`config.mk`:
```
export PLATFORM = sky130hd
export DESIGN_NAME = conv_sched
export DESIGN_NICKNAME = d
export VERILOG_FILES = /design/src/rtl/conv_pkg.sv /design/src/rtl/conv_core.sv /design/src/rtl/conv_sched.sv
export SDC_FILE = /design/constraint.sdc
export NUM_CORES = 1
export LEC_CHECK = 0
export CAP_MARGIN = 20
export CORE_UTILIZATION = 45
export CTS_CLUSTER_DIAMETER = 30
export DETAILED_ROUTE_END_ITERATION = 8
export PLACE_DENSITY = 0.77
export REMOVE_ABC_BUFFERS = 1
export SLEW_MARGIN = 20
export SYNTH_ARGS = -nofsm -noshare
export SYNTH_HDL_FRONTEND = slang
export SYNTH_SLANG_ARGS = --single-unit
```
`constraint.sdc`:
```
create_clock -name clk -period 3.25 [get_ports clk]
set_clock_uncertainty 0.15 [all_clocks]
set_input_delay 0.4875 -clock clk [delete_from_list [all_inputs] [get_ports clk]]
set_output_delay 0.4875 -clock clk [all_outputs]
set_load 0.005 [all_outputs]
```
`src/rtl/conv_pkg.sv`:
```
// conv_pkg: shared definitions for the 4-bit code-conversion blocks.
//   - mode encodings understood by conv_core
//   - scheduler FSM state encoding
//   - saturation ceiling of the error counter
package conv_pkg;

    localparam logic [1:0] MODE_EX3_BIN  = 2'b00;
    localparam logic [1:0] MODE_BIN_EX3  = 2'b01;
    localparam logic [1:0] MODE_BIN_GRAY = 2'b10;
    localparam logic [1:0] MODE_GRAY_BIN = 2'b11;

    localparam logic [7:0] ERRCNT_MAX = 8'd255;

    typedef enum logic [1:0] {
        IDLE = 2'd0,
        CONV = 2'd1,
        HOLD = 2'd2
    } state_t;

endpackage

```
`src/rtl/conv_core.sv`:
```
// conv_core: purely combinational 4-bit code converter.
// Ports:
//   mode [1:0] in  : conversion selector (MODE_* in conv_pkg)
//   din  [3:0] in  : input digit
//   dout [3:0] out : converted digit, forced to 0 when err is set
//   err        out : din is out of range for the selected mode
module conv_core
    import conv_pkg::*;
(
    input  logic [1:0] mode,
    input  logic [3:0] din,
    output logic [3:0] dout,
    output logic       err
);

    always_comb begin
        dout = 4'd0;
        err  = 1'b0;
        case (mode)
            MODE_EX3_BIN: begin
                if (din < 4'd3 || din > 4'd12) err = 1'b1;
                else                           dout = din - 4'd3;
            end
            MODE_BIN_EX3: begin
                if (din > 4'd9) err = 1'b1;
                else            dout = din + 4'd3;
            end
            MODE_BIN_GRAY: begin
                dout = din ^ (din >> 1);
            end
            default: begin
                // Gray to binary: each bit is the XOR of all gray bits at or above it.
                dout[3] = din[3];
                dout[2] = din[3] ^ din[2];
                dout[1] = din[3] ^ din[2] ^ din[1];
                dout[0] = din[3] ^ din[2] ^ din[1] ^ din[0];
            end
        endcase
    end

endmodule

```
`src/rtl/conv_sched.sv`:
```
// conv_sched: round-robin scheduler sharing one conv_core among NREQ requesters.
// Ports:
//   clk, rst                 : clock, synchronous active-high reset
//   req_valid [NREQ-1:0]     : per-requester request valid
//   req_mode  [2*NREQ-1:0]   : requester i mode at [2i+1:2i]
//   req_data  [4*NREQ-1:0]   : requester i digit at [4i+3:4i]
//   req_ready [NREQ-1:0]     : one-hot grant, only in IDLE
//   out_valid/out_ready      : result handshake
//   out_data, out_err, out_id: registered result, held while out_valid
//   busy                     : state != IDLE
//   err_cnt                  : saturating count of erroneous results
//   dbg_state                : current FSM state
// Handshake: a transfer happens on a rising edge where valid and ready are both
// high; valid may be dropped freely before that, and payload is only sampled on
// the transfer edge. Once out_valid rises it and the payload stay stable until
// the transfer.
module conv_sched
    import conv_pkg::*;
#(
    parameter  int NREQ = 4,
    localparam int IDW  = $clog2(NREQ)
) (
    input  logic              clk,
    input  logic              rst,
    input  logic [NREQ-1:0]   req_valid,
    input  logic [2*NREQ-1:0] req_mode,
    input  logic [4*NREQ-1:0] req_data,
    output logic [NREQ-1:0]   req_ready,
    output logic              out_valid,
    input  logic              out_ready,
    output logic [3:0]        out_data,
    output logic              out_err,
    output logic [IDW-1:0]    out_id,
    output logic              busy,
    output logic [7:0]        err_cnt,
    output state_t            dbg_state
);

    localparam int CW = IDW + 1;

    state_t         state, state_nxt;
    logic [IDW-1:0] last;
    logic [IDW-1:0] grant;
    logic           found;
    logic [CW-1:0]  cand;
    logic           accept;

    logic [1:0]     op_mode;
    logic [3:0]     op_data;
    logic [IDW-1:0] op_id;

    logic [3:0]     core_dout;
    logic           core_err;

    // Round-robin search starting just after the last granted requester.
    always_comb begin
        found = 1'b0;
        grant = '0;
        cand  = '0;
        for (int k = 1; k <= NREQ; k++) begin
            cand = {1'b0, last} + CW'(k);
            if (cand >= CW'(NREQ)) cand = cand - CW'(NREQ);
            if (!found && req_valid[cand[IDW-1:0]]) begin
                found = 1'b1;
                grant = cand[IDW-1:0];
            end
        end
    end

    always_comb begin
        req_ready = '0;
        if (state == IDLE && found) req_ready = NREQ'(1) << grant;
    end

    assign accept    = (state == IDLE) && found;
    assign out_valid = (state == HOLD);
    assign busy      = (state != IDLE);
    assign dbg_state = state;

    always_ff @(posedge clk) begin
        if (rst) state <= IDLE;
        else     state <= state_nxt;
    end

    always_comb begin
        state_nxt = state;
        case (state)
            IDLE:    if (accept) state_nxt = CONV;
            CONV:    state_nxt = HOLD;
            HOLD:    if (out_ready) state_nxt = IDLE;
            default: state_nxt = IDLE;
        endcase
    end

    conv_core u_core (
        .mode (op_mode),
        .din  (op_data),
        .dout (core_dout),
        .err  (core_err)
    );

    always_ff @(posedge clk) begin
        if (rst) begin
            last     <= IDW'(NREQ - 1);
            op_mode  <= '0;
            op_data  <= '0;
            op_id    <= '0;
            out_data <= '0;
            out_err  <= 1'b0;
            out_id   <= '0;
            err_cnt  <= '0;
        end else begin
            if (accept) begin
                op_mode <= req_mode[{grant, 1'b0} +: 2];
                op_data <= req_data[{grant, 2'b00} +: 4];
                op_id   <= grant;
                last    <= grant;
            end
            if (state == CONV) begin
                out_data <= core_dout;
                out_err  <= core_err;
                out_id   <= op_id;
                if (core_err && err_cnt != ERRCNT_MAX) err_cnt <= err_cnt + 8'd1;
            end
        end
    end

endmodule
```
==> parameters.txt <==
Parameter                              Value

Power and ir drop
  Clock share of power    approximately 20%
  Power per standard cell area    417.0 mW/mm²
  VDD IR max    0.0002613 V
  Sw Pwr    about 0.34 mW
  Relative contribution of combinational cells to total power    roughly two fifths
  Switching share of power    about a third
  Fraction of power consumed by sequential logic    40.9%
  Leak    a little over 0.9 nW
  Pint    approximately 0.66 mW

Global routing
  Total track usage    a little over a fifth
  Grt total ovfl    0
  Initial antenna violation count    0
  Largest net degree at the start of global routing    22
  Wire length of the first global-routing pass    ~7.3 mm
  Vias in the first global route    around 1.7k

Clock network
  Post-CTS setup-driven buffer insertion count    0
  TritonCTS Buffers    3
  Post-CTS clock slew at the launch and capture registers of the worst setup and hold paths    90 ps
  Count of H-tree levels built during CTS    1
  Post-CTS sizing    0
  CTS tree    done
  Latest clock arrival within the worst-skew pair    between 200 and 300 ps
  TritonCTS Sinks    27
  Hold buffer count at CTS    0
  CTS root buffer    clkbuf_8
  Maximum clock path buffer count    2

Yosys
  Post-Synthesis Cell Area    about 0.0018 mm²
  Mean instance size in the synthesized netlist    between 8 and 9 µm²
  Number of standard cells after synthesis    216
  Number of distinct library cells after synthesis    50
  Most instantiated cells after synthesis    dfxtp_1, a21oi_1, nor2_1
  Leading area contributor after synthesis    dfxtp_1
  Cell with the most instances after synthesis    dfxtp_1
  Proportion of synthesized chip area in sequential cells    30.08%
  Primary FF master, synth    dfxtp_1
  Proportion of synthesized flip-flops having asynchronous set or reset    0%
  Area share of the largest cell type after synthesis    roughly 30%
  Synthesized flop and latch total    27
  Number of warnings issued by yosys    0
  Area contributors post-synth    dfxtp_1, ha_1, a21oi_1, mux2i_1, mux2_2
  Number of enable flip-flop cells after synthesis    0

Detailed routing
  Via Count    about 1.7k
  Routed vias/inst    5.551
  Routed WL    4.189 mm
  Detailed-router iteration count before antenna repair    4
  Average wire per standard cell    roughly 13 µm
  Count of routing violations after the opening detailed-route iteration    approximately 110
  Post-route ant nets    0
  Count of unresolved DRC violations after routing    0

Cells and area
  Nets    between 300 and 400
  Relative area change from synthesis to final layout    34.33%
  End-of-flow core utilization    around 64%
  Diodes inserted    0
  Total of fill cells in the finished design    356
  Layout cells sized above 1    under 10%

Die
  Area enclosed by the die boundary    0.004249 mm²
  Die H    between 60 and 70 µm
  Starting density of the core    around 48%
  Top Ports    between 50 and 60
  Core Rows    22
  Placeable core region    between 0.003 and 0.004 mm²
  X dimension of the die    between 60 and 70 µm

Worst setup path
  R2r worst-path depth    7
  Critical path required time    2610 ps
  Startpoint class of the critical path    input port
  Worst-path maximum fanout    5
  Endpoint kind of the worst setup timing path    output pin
  Startpoint of the most critical register-to-register path    op_data[0]
  Data arrival time at the worst-slack endpoint    2350 ps
  R2r endpoint    err_cnt[4]
  Register-to-Register Setup Slack    between 500 and 600 ps
  Crit path kind    in2out

Worst hold path
  Min-Delay Path Depth    2
  Class of the most critical hold timing path    reg2reg
  Worst Hold Path EP    out_err
  Source of the worst hold timing path    out_err

STA
  Hold violation total from the final report    0
  Number of pins with negative max-slew slack in the final report    0
  Accumulated negative setup slack    0 ps
  Transition time at the pin with the least slew margin    around 780 ps
  Minimum clock period after layout    2984 ps
  Setup repair after global routing missed its margin    false
  Number of setup violations in the final report    0
  Worst-case headroom to the max-slew limit    between 40% and 50%
  Maximum clock frequency    around 340 MHz
  Part of the cycle the worst path needs    roughly 92%

Placement
  Global placement routability congestion    between 0.8 and 0.9
  Placed wire-length estimate    3.221 mm
  PortBufs    53

Run status
  Outcome    completed

Job
  Max Cap Viol    0
[layout make-up]
cell class,count,area [µm²],share of cell area (%)
Tap cell,48,60.06,2.488
Sequential cell,27,540.5,22.40
Clock buffer,3,41.29,1.711
Inverter,12,45.04,1.866
Clock inverter,1,8.758,0.3629
Multi-Input combinational cell,165,1150,47.64
Timing Repair Buffer,58,568.0,23.54
[state kept, by name (all words and copies together), names as in the netlist]
| signal | flops |
|---|---|
| op_id | 2 |
| out_err | 1 |
| out_data | 4 |
| last | 2 |
| out_id | 2 |
| err_cnt | 8 |
| dbg_state | 2 |
| op_mode | 2 |
| op_data | 4 |
[placed cells by master (no fill, tap or decap), types with 4 or more instances in the layout]
cell type	n
nand3_1	8
nand2b_1	4
nor3_1	8
nor2_1	15
o21ai_0	6
mux2_2	6
inv_1	12
nand3b_1	4
mux2i_1	10
buf_4	5
nor2b_1	5
ha_1	11
dfxtp_1	27
a21oi_1	20
or3_1	5
clkdlybuf4s50_1	53
o21ai_1	4
nand2_1	14
[per-stage QoR]
| step | setup WS (ps) | hold slack (ps) | power, mW | instance area, µm² | std cells |
|---|---|---|---|---|---|
| after CTS | 259.3 | 313.6 | 1.014 | 2414 | 314 |
| final | 265.8 | 313.4 | 1.006 | 2414 | 314 |
| after global routing | 6.509 | 341.2 | 1.081 | 2414 | 314 |
| after detailed placement | 259.0 | 296.2 | 0.8110 | 2364 | 310 |
| after global placement | 292.2 | 299.7 | 0.8066 | 2364 | 310 |
| after floorplan | 758.3 | 276.0 | 0.6514 | 1735 | 204 |
[power by group through the flow]
| stage | combinational (mW) | clock, mW | sequential, mW |
|---|---|---|---|
| finish | 0.395 | 0.199 | 0.412 |
| detailed placement | 0.392 | 0 | 0.419 |
| global placement | 0.387 | 0 | 0.419 |
| CTS | 0.395 | 0.207 | 0.412 |
| floorplan | 0.242 | 0 | 0.409 |
| global route | 0.438 | 0.223 | 0.420 |
[critical path, cell delays in order]
cell and delay (ps):
clkdlybuf4s50_1 520, nand2b_1 120, and3_1 180, o32ai_1 260, nor3b_1 250, clkdlybuf4s50_1 530
[worst max path at each step]
stage / startpoint / end / slack, ps
final: req_valid[3] / req_ready[1] / 270
after global routing: req_valid[1] / req_ready[1] / 7
after CTS: req_valid[3] / req_ready[1] / 260
after detailed placement: req_valid[1] / req_ready[1] / 260
after global placement: req_valid[1] / req_ready[1] / 290
after floorplan: req_valid[2] / req_ready[1] / 760
[kinds of logic (layout without fill, tap and decap cells)]
group                    after synthesis  count (layout)  synth area share, %
AO/OA/AOI/OAI                         56              56                21.24
multiplexers                          17              17                9.958
buffers and inverters                 24              74                5.919
XOR/XNOR                               2               2               0.9751
AND/OR/NAND/NOR                       79              79                24.16
flip-flops                            27              27                30.08
adder cells (fa/ha/maj)               11              11                7.660
[layer usage]
metal | track usage [%] | vias to the layer above | share of wire [%]
met5 | 0 | - | 0
met4 | 3.261 | 0 | 0.24
met3 | 3.472 | 2 | 2.9
met2 | 37.89 | 24 | 49
met1 | 27.53 | 832 | 48
li1 | - | 885 | -
Power figures use the tool's default switching activity.
